### config.mk
export PLATFORM = sky130hd
export DESIGN_NAME = reg_bus_arbiter
export DESIGN_NICKNAME = d
export VERILOG_FILES = /design/src/rtl/reg_bus_arbiter.sv
export SDC_FILE = /design/constraint.sdc
export NUM_CORES = 1
export LEC_CHECK = 0
export BUFFER_PORTS_ARGS = -buffer_cell sky130_fd_sc_hd__buf_2
export CAP_MARGIN = 20
export CORE_AREA = 2 2 98 53
export CTS_BUF_LIST = sky130_fd_sc_hd__clkbuf_4
export DETAILED_ROUTE_END_ITERATION = 8
export DIE_AREA = 0 0 100 55
export PLACE_DENSITY_LB_ADDON = 0.3
export SLEW_MARGIN = 10
export SYNTH_ARGS = -nofsm -noshare
export SYNTH_HDL_FRONTEND = slang
export SYNTH_SLANG_ARGS = --single-unit
export TNS_END_PERCENT = 20
### constraint.sdc
create_clock -name clk -period 1.4 [get_ports clk]
set_input_delay 0.14 -clock clk [delete_from_list [all_inputs] [get_ports clk]]
set_output_delay 0.14 -clock clk [all_outputs]
set_load 0.02 [all_outputs]
### src/rtl/reg_bus_arbiter.sv
// Two-master round-robin arbiter onto a single-cycle register-file bus (IDLE -> ACCESS -> DONE).
// Define ARB_PAIR_LOCK_EN to add the write-to-pair-address lock with a 16-cycle idle timeout.
module reg_bus_arbiter (
  input  logic       clk,
  input  logic       rst_n,
  input  logic       m0_req,
  input  logic       m0_we,
  input  logic [5:0] m0_addr,
  input  logic [7:0] m0_wdata,
  input  logic       m1_req,
  input  logic       m1_we,
  input  logic [5:0] m1_addr,
  input  logic [7:0] m1_wdata,
  output logic       m0_gnt,
  output logic       m1_gnt,
  output logic [7:0] m0_rdata,
  output logic [7:0] m1_rdata,
  output logic       m0_done,
  output logic       m1_done,
  output logic       read,
  output logic       write,
  output logic [5:0] addr,
  output logic [7:0] data_write,
  input  logic [7:0] data_read
);

  typedef enum logic [1:0] {StIdle, StAccess, StDone} state_e;

  state_e     state_q;
  logic       ptr_q;
  logic       sel_q;
  logic [1:0] gnt_q;
  logic [1:0] done_q;
  logic [7:0] rdata0_q;
  logic [7:0] rdata1_q;
  logic       read_q;
  logic       write_q;
  logic [5:0] addr_q;
  logic [7:0] wdata_q;

  logic [1:0] req;
  logic [1:0] elig;
  logic       win_valid;
  logic       win;
  logic       sel_we;
  logic [5:0] sel_addr;
  logic [7:0] sel_wdata;

  assign req = {m1_req, m0_req};

`ifdef ARB_PAIR_LOCK_EN
  logic       lock_q;
  logic       owner_q;
  logic [3:0] tmo_q;
  logic       owner_req;
  logic       lock_hit;

  assign owner_req = owner_q ? m1_req : m0_req;
  assign lock_hit  = write_q && ((addr_q == 6'h00) || (addr_q == 6'h03) || (addr_q == 6'h05));

  always_comb begin
    elig = req;
    if (lock_q) begin
      elig = owner_q ? (req & 2'b10) : (req & 2'b01);
    end
  end

  // Only the owner can be granted while locked, so any completion under lock is the owner's.
  always_ff @(posedge clk or negedge rst_n) begin
    if (!rst_n) begin
      lock_q  <= 1'b0;
      owner_q <= 1'b0;
      tmo_q   <= 4'd0;
    end else if (state_q == StAccess) begin
      if (lock_q) begin
        lock_q <= 1'b0;
        tmo_q  <= 4'd0;
      end else if (lock_hit) begin
        lock_q  <= 1'b1;
        owner_q <= sel_q;
        tmo_q   <= 4'd0;
      end
    end else if (lock_q && (state_q == StIdle) && !owner_req) begin
      if (tmo_q == 4'hF) begin
        lock_q <= 1'b0;
        tmo_q  <= 4'd0;
      end else begin
        tmo_q <= tmo_q + 4'd1;
      end
    end
  end
`else
  assign elig = req;
`endif

  // Tie goes to the master the pointer does not name.
  always_comb begin
    win_valid = |elig;
    win       = 1'b0;
    case (elig)
      2'b10:   win = 1'b1;
      2'b11:   win = ~ptr_q;
      default: win = 1'b0;
    endcase
  end

  assign sel_we    = win ? m1_we    : m0_we;
  assign sel_addr  = win ? m1_addr  : m0_addr;
  assign sel_wdata = win ? m1_wdata : m0_wdata;

  always_ff @(posedge clk or negedge rst_n) begin
    if (!rst_n) begin
      state_q  <= StIdle;
      ptr_q    <= 1'b1;
      sel_q    <= 1'b0;
      gnt_q    <= 2'b00;
      done_q   <= 2'b00;
      rdata0_q <= 8'h00;
      rdata1_q <= 8'h00;
      read_q   <= 1'b0;
      write_q  <= 1'b0;
      addr_q   <= 6'h00;
      wdata_q  <= 8'h00;
    end else begin
      gnt_q   <= 2'b00;
      done_q  <= 2'b00;
      read_q  <= 1'b0;
      write_q <= 1'b0;
      addr_q  <= 6'h00;
      wdata_q <= 8'h00;
      unique case (state_q)
        StIdle: begin
          if (win_valid) begin
            state_q <= StAccess;
            sel_q   <= win;
            gnt_q   <= win ? 2'b10 : 2'b01;
            addr_q  <= sel_addr;
            write_q <= sel_we;
            read_q  <= ~sel_we;
            wdata_q <= sel_we ? sel_wdata : 8'h00;
          end
        end
        StAccess: begin
          state_q <= StDone;
          done_q  <= sel_q ? 2'b10 : 2'b01;
          ptr_q   <= sel_q;
          if (read_q) begin
            if (sel_q) begin
              rdata1_q <= data_read;
            end else begin
              rdata0_q <= data_read;
            end
          end
        end
        StDone: begin
          state_q <= StIdle;
        end
        default: begin
          state_q <= StIdle;
        end
      endcase
    end
  end

  assign m0_gnt     = gnt_q[0];
  assign m1_gnt     = gnt_q[1];
  assign m0_done    = done_q[0];
  assign m1_done    = done_q[1];
  assign m0_rdata   = rdata0_q;
  assign m1_rdata   = rdata1_q;
  assign read       = read_q;
  assign write      = write_q;
  assign addr       = addr_q;
  assign data_write = wdata_q;

`ifndef SYNTHESIS
  gnt_onehot_a: assert property (@(posedge clk) disable iff (!rst_n)
    (state_q == StAccess) |-> $onehot({m1_gnt, m0_gnt}));

  done_excl_a: assert property (@(posedge clk) disable iff (!rst_n)
    !(m0_done && m1_done));

  // A master dropping req before its done is a protocol violation; the access still completes.
  req_hold_a: assert property (@(posedge clk) disable iff (!rst_n)
    (state_q != StIdle) |-> (sel_q ? m1_req : m0_req))
    else $error("reg_bus_arbiter: master %0d dropped req before done", sel_q);
`endif

endmodule

==> out/results.txt <==
Synth top area share: 62.4%
Final Cycle Share: 94.7%
Synth Area per Inst: 14.1 sq um
Status: finished, final reports clean
Multi-input gate area: 536 sq um
Tightest Hold Check Type: in -> reg
Sequential share of power: 39.6%
Pwr dens: 1930 nW/um^2
Die width: 100 um
Ys Warns: 0
Largest net degree at the start of global routing: 41
# DRC: 0
Via count: 1261
Area Growth Syn to Fin: 49.7%
Fin area: 2340 sq um
FP Rows: 18
R2R Setup Slk: 0.07 ns
Root Driver: clkbuf_4
Cells after Synth: 111
Num CTS Buffers: 5
Initial DRC Count: 59
I/O pin cnt: 78
Synth top area cells: dfrtp_1 62%, mux2_4 7.7%, mux2_2 6.5%, nand3_1 5.1%, a22o_1 3.4%
Initial Util: 33.4%
Final-stage net count: 255
Library cells used by synthesis: 24
N_diodes: 0
Combinational Power Share: 43.1%
Minimum clock period: 1.33 ns
Type of origin of the critical path: flip-flop
Total global-route track usage: 14.0%
P_sw: 1650 uW
Max VDD drop: 0.000567 V
Final WL: 3690 um
Hold path endpoint: m0_rdata[3]
Slew Limit Fails: 0
PortBufs: 77
Max Fclk: 0.754 GHz
CP max FO: 8
RSZ-0062 raised after global routing: false
Setup bufs post-CTS: 0
Die area: 5500 sq um
Share of post-route cells with drive strength above 1: 55.1%
#FFs+latches synth: 40
Slew @ Worst Pin: 0.391 ns
Core ar.: 4680 sq um
Share of synthesized area occupied by flip-flops and latches: 64.1%
Arrival time of the worst setup path: 1.56 ns
HPWL after DPL: 2640 um
Via density: 4.60
Fillers: 417
Hold Crit Start: data_read[3]
First-pass GRT wire length: 5690 um
CTS tree: done
CTS max path bufs: 2
Worst reg2reg path depth: 4
Antenna Nets Post-Route: 0
Setup TNS: 0 ns
Worst EP required: 1.63 ns
LEAKAGE: 0.00121 uW
H-tree depth: 2
Clk network pwr share: 17.3%
Clk_lat worst skew: 0.36 ns
Vias in the first global route: 1247
P_int: 2870 uW
Register area: 1000 sq um
Max cap viols: 0
Worst R2R End: m0_rdata[1]
Final setup fails: 0
Hold Path Depth: 2
Mapped Nets: 153
Sw frac: 36.5%
Setup Crit Path Kind: reg -> reg
CTS sink count: 40
Netlist area before placement: 1560 sq um
Placed instance area: 2070 sq um
Die height: 55 um
Routed WL per cell: 13.5 um
Reg2Reg Launch Point: state_q[0]
Routability cong.: 0.831
Crit end category: flip-flop
Post-synth top area cell: dfrtp_1
Clock Skew: 0.0226 ns
Final Hold Violating Endpoints: 0
Initial antenna violation count: 0
Clk slew on worst S/H paths: 0.14 ns
Total congestion overflow: 0
Commonest non-fill, non-tap cell in the layout: buf_2
Most frequent cells in the layout: 77 x buf_2, 39 x dfrtp_1, 16 x nand3_1, 16 x dlygate4sd3_1, 9 x mux2_2
Max-slew headroom: 73.9%
Drt pass-1 iters: 4
[per-stage QoR]
stage               power (uW)  util, %  setup WS [ns]  cells  hold slack, ns
floorplan                 2980        -        0.00682    111          -0.156
global placement          3700     44.3         0.0822    250           0.123
detailed placement        3710     44.3         0.0408    250           0.122
CTS                       4550     49.2         0.0239    272         0.00293
global route              4810     49.9         0.0144    274         0.00153
finish                    4520     49.9         0.0736    274          0.0225
[registers in the layout (all words and copies together) (netlist names)]
name / flops
addr: 6
data_write: 8
done_q: 2
gnt_q: 2
m0_rdata: 8
m1_rdata: 8
ptr_q: 1
read: 1
sel_q: 1
state_q: 2
write: 1
[kinds of logic after synthesis]
group,Yosys count,share of synthesized area [%]
buf+inv,8,2.96
simple gates,27,10.2
flops,40,64.1
mux,18,14.8
compound gates,18,7.85
[layer usage]
layer | up-vias | global-route usage [%] | wire length [um]
li1 | 596 | - | -
met1 | 630 | 18.0 | 1730
met2 | 28 | 22.3 | 1770
met3 | 7 | 3.27 | 135
met4 | 0 | 8.45 | 55
met5 | - | 0 | 0
[critical path, cell delays in order (launching register included)]
cell and delay, ns:
dfrtp_1 0.40, nor2b_2 0.17, and3b_2 0.22, buf_12 0.15, mux2_4 0.29
[what timing repair did]
| item | in CTS | in global routing |
|---|---|---|
| gates resized for setup | 1 | 4 |
| endpoints found under the hold margin | 48 | 2 |
| setup endpoints to repair | 1 | 12 |
| hold buffers | 14 | 2 |
[synth_stat cells]
| cell type | n |
|---|---|
| a21bo_2 | 1 |
| a21boi_1 | 1 |
| a21o_1 | 1 |
| a21oi_1 | 8 |
| a22o_1 | 6 |
| and2_1 | 1 |
| and3_1 | 1 |
| and3b_1 | 1 |
| buf_2 | 1 |
| buf_6 | 2 |
| clkbuf_1 | 4 |
| dfrtp_1 | 39 |
| dfstp_2 | 1 |
| inv_1 | 1 |
| mux2_2 | 9 |
| mux2_4 | 8 |
| mux2i_1 | 1 |
| nand2b_1 | 1 |
| nand3_1 | 16 |
| nand3_2 | 1 |
| nor2_1 | 2 |
| nor2b_1 | 3 |
| nor3_4 | 1 |
| o21ai_0 | 1 |
[power by group through the flow]
| stage | Combinational, uW | Clock [uW] | Sequential [uW] |
|---|---|---|---|
| 2_1_floorplan | 682 | 0 | 2300 |
| 3_3_place_gp | 1890 | 0 | 1810 |
| 3_5_place_dp | 1910 | 0 | 1800 |
| 4_1_cts | 1950 | 814 | 1790 |
| 5_1_grt | 2100 | 862 | 1840 |
| 6_report | 1950 | 782 | 1790 |
[worst max path at each step]
stage | from | end | slack, ns | depth (start not counted)
floorplan | state_q[0] | m0_rdata[0] | 0.007 | 5
global placement | state_q[0] | m0_rdata[2] | 0.08 | 4
detailed placement | state_q[1] | m1_rdata[4] | 0.04 | 4
CTS | state_q[0] | m0_rdata[1] | 0.02 | 4
global route | state_q[0] | m0_rdata[1] | 0.01 | 4
finish | state_q[0] | m0_rdata[1] | 0.07 | 4
[area by class of cell]
type,instances,area share [%]
flip-flops and latches,40,42.8
repair buffers,102,27.3
multi-input cells,63,22.9
well taps,60,3.21
clock inverters,3,2.03
clock buffers,5,1.60
inverters,1,0.160
No activity file was read; power rests on OpenSTA's default activity.
